--- src/rtl/ip_pkg.sv ---
// Shared constants, controller state encoding and frame geometry helper
// for the 3x3 median frame controller.
package ip_pkg;

  localparam int unsigned PIX_W = 8;
  localparam int unsigned KSIZE = 3;

  typedef enum logic [1:0] {
    IDLE  = 2'd0,
    RUN   = 2'd1,
    DRAIN = 2'd2,
    DONE  = 2'd3
  } ctrl_state_t;

  // Number of full-window medians produced by a w x h frame.
  function automatic int unsigned res_count(input int unsigned w, input int unsigned h);
    return (w - (KSIZE - 1)) * (h - (KSIZE - 1));
  endfunction

endpackage

--- src/rtl/pix_pos_tracker.sv ---
// Raster row/column counters for consumed pixels; flags pixels that
// complete a full KSIZE x KSIZE window.
module pix_pos_tracker
  import ip_pkg::*;
#(
  parameter int unsigned IMG_W = 150,
  parameter int unsigned IMG_H = 100
) (
  input  logic clk,
  input  logic rst,
  input  logic clr_i,
  input  logic adv_i,
  output logic win_full_c_o
);

  localparam int unsigned COL_W = $clog2(IMG_W);
  localparam int unsigned ROW_W = $clog2(IMG_H);
  localparam logic [COL_W-1:0] COL_LAST = COL_W'(IMG_W - 1);
  localparam logic [ROW_W-1:0] ROW_LAST = ROW_W'(IMG_H - 1);

  logic [COL_W-1:0] col_q, col_d;
  logic [ROW_W-1:0] row_q, row_d;

  always_comb begin
    col_d = col_q;
    row_d = row_q;
    if (clr_i) begin
      col_d = '0;
      row_d = '0;
    end else if (adv_i) begin
      if (col_q == COL_LAST) begin
        col_d = '0;
        row_d = (row_q == ROW_LAST) ? '0 : row_q + ROW_W'(1);
      end else begin
        col_d = col_q + COL_W'(1);
      end
    end
  end

  always_ff @(posedge clk) begin
    if (rst) begin
      col_q <= '0;
      row_q <= '0;
    end else begin
      col_q <= col_d;
      row_q <= row_d;
    end
  end

  // Position of the pixel being consumed this cycle.
  assign win_full_c_o = (row_q >= ROW_W'(KSIZE - 1)) && (col_q >= COL_W'(KSIZE - 1));

endmodule

--- src/rtl/median_frame_ctrl.sv ---
// Frame sequencer: streams a raster frame into the window/sorter pair and
// writes full-window medians to a result memory with backpressure.
module median_frame_ctrl
  import ip_pkg::*;
#(
  parameter int unsigned IMG_W    = 150,
  parameter int unsigned IMG_H    = 100,
  parameter int unsigned ADDR_W   = 14,
  parameter int unsigned SORT_LAT = 2
) (
  input  logic              clk,
  input  logic              rst,
  input  logic              start,
  output logic              busy,
  output logic              done,
  output logic              rd_en,
  output logic [ADDR_W-1:0] rd_addr,
  input  logic [PIX_W-1:0]  rd_data,
  output logic [PIX_W-1:0]  pix_out,
  output logic              pix_en,
  input  logic [PIX_W-1:0]  med_in,
  output logic              res_valid,
  input  logic              res_ready,
  output logic [ADDR_W-1:0] res_addr,
  output logic [PIX_W-1:0]  res_data
);

  localparam int unsigned N_PIX = IMG_W * IMG_H;
  localparam int unsigned RES_N = res_count(IMG_W, IMG_H);
  localparam int unsigned DC_W  = $clog2(SORT_LAT + 1);
  localparam logic [ADDR_W-1:0] PIX_END  = ADDR_W'(N_PIX);
  localparam logic [ADDR_W-1:0] RES_LAST = ADDR_W'(RES_N - 1);
  localparam logic [DC_W-1:0]   DRAIN_N  = DC_W'(SORT_LAT);

  ctrl_state_t         state_q;
  logic [ADDR_W-1:0]   rd_cnt_q;
  logic [ADDR_W-1:0]   res_addr_q;
  logic                avail_q;
  logic [DC_W-1:0]     drain_cnt_q;
  logic [SORT_LAT-1:0] vpipe_q;
  logic                res_valid_q;
  logic [PIX_W-1:0]    res_data_q;
  logic                busy_q;
  logic                done_q;

  logic adv_c, rd_en_c, pix_en_c, xfer_c, last_pix_c, track_en_c;
  logic start_c, shift_in_c, win_full_c;

  // Pipeline advance, fetch and consume decisions for this cycle.
  always_comb begin
    adv_c      = 1'b0;
    rd_en_c    = 1'b0;
    pix_en_c   = 1'b0;
    start_c    = (state_q == IDLE) && start;
    xfer_c     = res_valid_q && res_ready;
    if ((state_q == RUN) || (state_q == DRAIN)) begin
      adv_c = !res_valid_q || res_ready;
    end
    if (state_q == RUN) begin
      rd_en_c  = adv_c && (rd_cnt_q < PIX_END) && !avail_q;
      pix_en_c = adv_c && avail_q;
    end else if (state_q == DRAIN) begin
      pix_en_c = adv_c && (drain_cnt_q != DRAIN_N);
    end
    track_en_c = pix_en_c && (state_q == RUN);
    last_pix_c = track_en_c && (rd_cnt_q == PIX_END);
    shift_in_c = track_en_c && win_full_c;
  end

  pix_pos_tracker #(
    .IMG_W(IMG_W),
    .IMG_H(IMG_H)
  ) u_pos (
    .clk         (clk),
    .rst         (rst),
    .clr_i       (start_c),
    .adv_i       (track_en_c),
    .win_full_c_o(win_full_c)
  );

  always_ff @(posedge clk) begin
    if (rst) begin
      state_q     <= IDLE;
      rd_cnt_q    <= '0;
      res_addr_q  <= '0;
      avail_q     <= 1'b0;
      drain_cnt_q <= '0;
      vpipe_q     <= '0;
      res_valid_q <= 1'b0;
      res_data_q  <= '0;
      busy_q      <= 1'b0;
      done_q      <= 1'b0;
    end else begin
      done_q <= 1'b0;
      case (state_q)
        IDLE: begin
          if (start) begin
            state_q     <= RUN;
            busy_q      <= 1'b1;
            rd_cnt_q    <= '0;
            res_addr_q  <= '0;
            avail_q     <= 1'b0;
            drain_cnt_q <= '0;
            vpipe_q     <= '0;
          end
        end
        RUN: begin
          if (last_pix_c) state_q <= DRAIN;
        end
        DRAIN: begin
          // The last median is captured on the final flush cycle, so its
          // transfer always lands here.
          if (xfer_c && (res_addr_q == RES_LAST)) begin
            state_q <= DONE;
            busy_q  <= 1'b0;
            done_q  <= 1'b1;
          end
        end
        DONE: state_q <= IDLE;
        default: state_q <= IDLE;
      endcase

      if (rd_en_c) begin
        rd_cnt_q <= rd_cnt_q + ADDR_W'(1);
        avail_q  <= 1'b1;
      end else if (track_en_c) begin
        avail_q  <= 1'b0;
      end

      if (pix_en_c) begin
        vpipe_q <= (vpipe_q << 1) | SORT_LAT'(shift_in_c);
        if (state_q == DRAIN) drain_cnt_q <= drain_cnt_q + DC_W'(1);
      end

      // Capture only happens when the output register is free or draining.
      if (pix_en_c && vpipe_q[SORT_LAT-1]) begin
        res_valid_q <= 1'b1;
        res_data_q  <= med_in;
      end else if (xfer_c) begin
        res_valid_q <= 1'b0;
      end

      if (xfer_c) res_addr_q <= res_addr_q + ADDR_W'(1);
    end
  end

  assign busy      = busy_q;
  assign done      = done_q;
  assign rd_en     = rd_en_c;
  assign rd_addr   = rd_cnt_q;
  assign pix_out   = (state_q == RUN) ? rd_data : '0;
  assign pix_en    = pix_en_c;
  assign res_valid = res_valid_q;
  assign res_addr  = res_addr_q;
  assign res_data  = res_data_q;

endmodule

--- config.mk ---
export PLATFORM = sky130hd
export DESIGN_NAME = median_frame_ctrl
export DESIGN_NICKNAME = d
export VERILOG_FILES = /design/src/rtl/ip_pkg.sv /design/src/rtl/pix_pos_tracker.sv /design/src/rtl/median_frame_ctrl.sv
export SDC_FILE = /design/constraint.sdc
export NUM_CORES = 1
export LEC_CHECK = 0
export CAP_MARGIN = 20
export CELL_PAD_IN_SITES_DETAIL_PLACEMENT = 1
export CELL_PAD_IN_SITES_GLOBAL_PLACEMENT = 1
export CORE_MARGIN = 4
export CORE_UTILIZATION = 31
export CTS_CLUSTER_DIAMETER = 60
export CTS_CLUSTER_SIZE = 20
export DETAILED_ROUTE_END_ITERATION = 7
export DONT_BUFFER_PORTS = 1
export PLACE_DENSITY = 0.69
export SYNTH_ARGS = -nofsm -noshare
export SYNTH_HDL_FRONTEND = slang
export SYNTH_SLANG_ARGS = --single-unit
--- constraint.sdc ---
create_clock -name clk -period 2 [get_ports clk]
set_input_delay 0.4 -clock clk [delete_from_list [all_inputs] [get_ports clk]]
set_output_delay 0.4 -clock clk [all_outputs]
set_load 0.05 [all_outputs]
==> Word level (Yosys, flattened, before mapping) <==
Cells that the tools add are included.
{ "word_totals": {"regBits": 61} }
{ "classes": {"n_reduce_logical": 36, "add_sub_neg": 5, "n_bitwise": 2, "n_eq_ne": 11, "n_mux": 32, "n_lt_le_gt_ge": 3} }
{ "op_table": {"columns": ["cell", "count"], "rows": [
  ["14-bit 2-to-1 mux", 4],
  ["14-bit by 1-bit adder with 14-bit output, second input constant", 2],
  ["14-bit == test, second input constant", 2],
  ["2-bit 2-to-1 mux", 10],
  ["8-bit 2-to-1 mux", 2],
  ["2-bit nonzero test", 8],
  ["14-bit < comparator, second input constant", 1],
  ["1-bit 2-to-1 mux", 13],
  ["1-bit logical AND", 12],
  ["2-bit AND reduction", 5],
  ["8-bit by 1-bit adder with 8-bit output, second input constant", 1],
  ["8-bit == test, second input constant", 1],
  ["8-bit by 2-bit >= comparator with 1-bit output, second input constant", 1],
  ["2-bit case mux with 4 select lines", 1],
  ["7-bit by 1-bit adder with 7-bit output, second input constant", 1],
  ["7-bit == test, second input constant", 1],
  ["7-bit by 2-bit >= comparator with 1-bit output, second input constant", 1],
  ["7-bit 2-to-1 mux", 1],
  ["2-bit inequality test, second input constant", 3],
  ["3-bit AND reduction", 2],
  ["3-bit nonzero test", 2],
  ["2-bit == test, second input constant", 2],
  ["2-bit OR reduction", 2],
  ["2-bit by 1-bit adder with 2-bit output, second input constant", 1],
  ["other kinds (8)", 10]
]} }

==> Depth between registers and ports, before layout <==
{ "depth": {"ltp_word": 10, "ltp_mapped": 8, "ltp_nobuf": 7} }

==> Modules after synthesis <==
A second synthesis with hierarchy kept.
{ "unflattened": {"hier_cells": 377, "area_unflattened_um2": 3130.5} }
{ "modules_own_cells": {"columns": ["module", "cells_per_inst", "seq_area_each_um2", "area_per_inst_um2", "n_inst"], "rows": [
  ["median_frame_ctrl", 288, 920.9, 2374.8, 1],
  ["pix_pos_tracker", 89, 300.3, 755.7, 1]
]} }

==> Worst setup path before layout <==
Ideal clock, no wire load.
{ "synth_timing": {"kind": "flip-flop to flip-flop", "start": "register rd_cnt_q[6], in the netlist rd_addr[6]", "end": "register rd_cnt_q[11], in the netlist rd_addr[11]", "stages_incl_launch_ff": 7, "setup_ps": 122, "arrival_time_ps": 2309, "slack_ps": -432, "required_ps": 1878, "cell_sequence": "dfxtp_1 -> buf_6 -> nor4_2 -> a221oi_2 -> nor2_1 -> o22a_2 -> o21ai_0"} }
{ "synth_between": {"elab_chain_len": 6} }
{ "synth_rtl": {"columns": ["item", "line_no", "text"], "rows": [
  ["from (decl)", "median_frame_ctrl.sv:36", "logic [ADDR_W-1:0] rd_cnt_q;"],
  ["from (signal assigned)", "median_frame_ctrl.sv:124", "rd_cnt_q <= rd_cnt_q + ADDR_W'(1);"],
  ["14-bit < comparator *", "median_frame_ctrl.sv:60", "rd_en_c = adv_c && (rd_cnt_q < PIX_END) && !avail_q;"],
  ["1-bit logical AND * (2 in a row)", "median_frame_ctrl.sv:60", null],
  ["1-bit 2-to-1 mux *", "median_frame_ctrl.sv:59", "if (state_q == RUN) begin"],
  ["net rd_en", "median_frame_ctrl.sv:16", "output logic rd_en,"],
  ["2-bit nonzero test (no line)", null, null],
  ["2-bit AND reduction (no line)", null, null]
]} }
Mark *: on every way through the listed nets, which the timed path passes. The rest lies on a longest branch.
A chain may end at the register's enable or synchronous reset.

==> Final worst setup path <==
{ "layout_timing": {"start": "register state_q[0]", "end": "output port rd_en"} }
{ "layout_between": {"elab_chain_len": 6} }
{ "layout_rtl": {"columns": ["item", "line_no", "text"], "rows": [
  ["from (decl)", "median_frame_ctrl.sv:35", "ctrl_state_t state_q;"],
  ["from (signal assigned)", "median_frame_ctrl.sv:83", "state_q <= IDLE;"],
  ["from (signal assigned)", "median_frame_ctrl.sv:98", "state_q <= RUN;"],
  ["from (signal assigned)", "median_frame_ctrl.sv:108", "if (last_pix_c) state_q <= DRAIN;"],
  ["2-bit by 1-bit == test with 1-bit output / 2-bit == test (equally long branches)", "median_frame_ctrl.sv:56, median_frame_ctrl.sv:59", null],
  ["1-bit logical OR", "median_frame_ctrl.sv:56", "if ((state_q == RUN) || (state_q == DRAIN)) begin"],
  ["1-bit 2-to-1 mux", "median_frame_ctrl.sv:56", null],
  ["1-bit logical AND (2 in a row)", "median_frame_ctrl.sv:60", null],
  ["1-bit 2-to-1 mux *", "median_frame_ctrl.sv:59", null],
  ["to (decl)", "median_frame_ctrl.sv:16", null]
]} }
Mark *: on every way between the ends. The rest lies on a longest branch, timed or not.

==> summary.txt <==
Finish
  • Antenna cells: 0
  • # fillers: 1180
  • Area Overhead vs Synth: 29.50%
  • Fraction of layout cells with a size suffix above 1: ~24%
  • Most frequent cells in the layout: 61 x buf_4, 53 x dfxtp_1, 39 x nand2_1
  • Cell Count, Final, Fillers Out: 581
  • Commonest non-fill, non-tap cell in the layout: buf_4
  • # nets final: roughly 480

Clock network
  • Clock sinks: just over 60
  • H-Tree Depth: 3
  • Clock Tree Buf Depth: 2
  • Clk_lat worst skew: 0.36 ns
  • Hold_buf cts: 0
  • CTS Buf Count: 9
  • CTS tree: done
  • Clk slew on worst S/H paths: roughly 0.07 ns
  • CTS Root Cell: clkbuf_8

Power
  • Sequential power share: a little over a third
  • Pwr Total: 3.730 mW
  • Switch share: a little over a third
  • Maximum VDD drop: 0.0003356 V
  • Switching pwr: 1.348 mW
  • Clock network power share: between 30% and 40%
  • Leakage power: around 1.5 nW
  • Power per cell area: roughly 930 nW/um^2
  • Comb power frac: 34.6%
  • Internal power: approximately 2.4 mW

Worst setup path
  • CP Launch Type: register
  • Critical path arrival: approximately 1.7 ns
  • Worst path bufs/invs: 3
  • Worst r2r dst: rd_addr[12]$_SDFFE_PP0P_
  • RR Startpoint: state_q[0]$_SDFFE_PP0P_
  • Slowest CP cell: dfxtp_4
  • Cell depth of the worst flop-to-flop path: 6
  • Reg2Reg Setup Slack: 0.07 ns
  • CP Capture Type: output pin
  • Req. time, crit path: ~1.6 ns
  • Worst Path Max Fanout: 5
  • Crit-path max cell delay: 0.38 ns
  • Worst path depth: 6
  • Delay-heaviest family, CP: buffers and inverters
  • Setup CP Type: reg -> out
  • CP Cell Sequence: inv_4 > ha_4 > nand4b_1 > buf_4 > nor2_4 > buf_12

Synthesis
  • Ys Warns: 0
  • XOR/XNOR Fraction of Synth Area: 3.693%
  • Post-Syn Nets: a little over 400
  • Synth async-reset ratio: 0%
  • Mux cell area share after synthesis: between 2 and 2.5%
  • Simple-gate share of the synthesized area: a little under a third
  • Mapped Cells: 382
  • Unique masters post-synth: 48
  • Largest family of logic cells by synthesized area: simple AND/OR/NAND/NOR gates
  • #FFs+latches synth: 61
  • Post-synthesis compound-gate area fraction: between 10 and 15%
  • Post-Syn Area: approximately 3100 um^2
  • Synth Area in Adders: 5.276%
  • Top FF cell, synth: dfxtp_1
  • EDFF count, synth: 0
  • Avg Cell Area, Syn: 8.071 um^2
  • Post-synthesis sequential area ratio: 39.61%

Floorplanning
  • Die height: about 110 um
  • Initial cell density of the core: a little under a third
  • Die footprint: ~12000 um^2
  • FP Rows: 36
  • Io pins: 69
  • Die X: ~110 um
  • Core ar.: around 9700 um^2

Worst hold path
  • Worst hold endpoint: rd_addr[13]$_SDFFE_PP0P_
  • Hold depth: 1
  • Startpoint of the worst hold path: rst
  • Hold Crit Class: in -> reg

Status
  • Outcome: finished with violations
  • Violated checks: setup timing

Timing
  • # setup viols final: 2
  • Relative slew margins: between 60% and 70%
  • Final slew viol count: 0
  • RSZ-0062 raised after global routing: true
  • Tcrit/Tclk final: 102.9%
  • Crit path time final: 2.058 ns
  • Final worst slack: -0.05762 ns
  • Layout Skew: between 0.008 and 0.009 ns
  • Fin. Hold Viols: 0
  • Worst hold slack: between 0.1 and 0.15 ns
  • Aggregate negative setup slack: -0.05980 ns
  • Max Clk Rate: a little under 0.5 GHz
  • Worst slew pin tran: roughly 0.53 ns

Detailed routing
  • Wire per inst: between 15 and 20 um
  • Via density: roughly 5.3
  • Initial DRC Count: 94
  • Drt pass-1 iters: 4
  • Vias after detailed routing: slightly above 3000
  • Antenna Violating Nets Remaining: 0
  • DRT Wirelength: ~9.2 mm
  • DRC viols: 0

Placement
  • HPWL after DPL: between 6 and 7 mm
  • IO buf count: 0
  • Placer Congestion: a little under 0.8
  • Pre-CTS worst setup slack: -0.02174 ns
  • Placed insts: 555

GRT
  • First-pass GRT wire length: 14.67 mm
  • Gr usage total: between 15 and 20%
  • Vias in the first global route: ~3000
  • Global route overflow: 0
  • Largest net degree at the start of global routing: 40
  • Initial antenna violation count: 0

Flow run
  • Max cap viols: 0
[Yosys cell counts (all sizes together) (2+ instances only)]
master  count  area, um^2
o311ai      2       17.52
nand3      31       155.2
nor3b       3       22.52
a311oi      2       17.52
o22ai       2       12.51
nand3b      2       15.01
xnor2       9       78.83
nor4        4       31.28
nand2b      5       31.28
ha         13       162.7
nor2       38       142.6
a211oi      3       22.52
a21oi      32       160.2
or3         6       37.54
nand2      40       150.1
and3        8       50.05
buf         5       35.03
inv        15       56.30
clkbuf      9       33.78
o21ai      15       75.07
mux2        3       33.78
or4         2       15.01
a21o        5       37.54
dfxtp      61        1221
nand4      12       75.07
or2         3       18.77
a31oi       3       18.77
nand4b      2       17.52
o211ai      4       30.03
and2       12       75.08
xor2        4       35.03
mux2i       3       30.03
nor3       14       75.07
[cells by family (layout without fill, tap and decap cells)]
group                      count (synthesis)  count (layout)
AOI/OAI and AO/OA                         75              75
and+or+nand+nor                          185             185
adders and majority gates                 13              13
xor gates and xnor gates                  13              13
DFF                                       61              61
muxes                                      6               6
buffers and inverters                     29              95
[per-layer routing]
layer  share of wire (%)  track usage [%]
met5                   0                0
met4                 2.1            8.025
met3                 4.3            3.059
met2                  50            26.91
met1                  44            18.98
[power groups by stage]
stage	clock (mW)	combinational, mW	sequential, mW
finish	1.13	1.29	1.31
global route	1.20	1.39	1.32
CTS	1.16	1.27	1.31
detailed placement	0	1.06	1.32
global placement	0	1.03	1.31
floorplan	0	0.678	1.35
[stage by stage]
| stage | cell area [um^2] | util [%] |
|---|---|---|
| 6_report | 3993 | 41.04 |
| 5_1_grt | 3993 | 41.04 |
| 4_1_cts | 3971 | 40.82 |
| 3_5_place_dp | 3626 | 37.27 |
| 3_3_place_gp | 3626 | 37.27 |
| 2_1_floorplan | 3100 | - |
[area by class of cell]
class | count | area [um^2] | area share [%]
Multi-Input combinational cell | 292 | 1812 | 45.38
Sequential cell | 61 | 1236 | 30.96
Tap cell | 133 | 166.4 | 4.168
Clock inverter | 7 | 75.07 | 1.880
Clock buffer | 9 | 123.9 | 3.102
Inverter | 15 | 61.31 | 1.536
Timing Repair Buffer | 64 | 518.0 | 12.97
[sequential cells by signal, summed over array words and instances, names as in the netlist]
name         count
avail_q          1
busy             1
done             1
drain_cnt_q      2
rd_addr         14
res_addr        14
res_data         8
res_valid        1
state_q          2
u_pos.col_q      8
u_pos.row_q      7
vpipe_q          2
[repair_timing]
item / CTS / global route
setup endpoints to repair: 22 / 15
buffers inserted: 10 / 0
pin swaps: 5 / 3
resized for setup: 15 / 7
[worst max path at each step]
stage	start	to	slack [ns]
floorplan	rd_addr[5]$_SDFFE_PP0P_	rd_addr[3]$_SDFFE_PP0P_	0.008
global placement	state_q[1]$_SDFFE_PP0P_	rd_addr[9]$_SDFFE_PP0P_	0.08
detailed placement	state_q[0]$_SDFFE_PP0P_	rd_addr[12]$_SDFFE_PP0P_	-0.02
CTS	state_q[1]$_SDFFE_PP0P_	rd_en	-0.02
global route	state_q[0]$_SDFFE_PP0P_	rd_en	-0.14
finish	state_q[0]$_SDFFE_PP0P_	rd_en	-0.06
No activity file was read; power rests on OpenSTA's default activity.
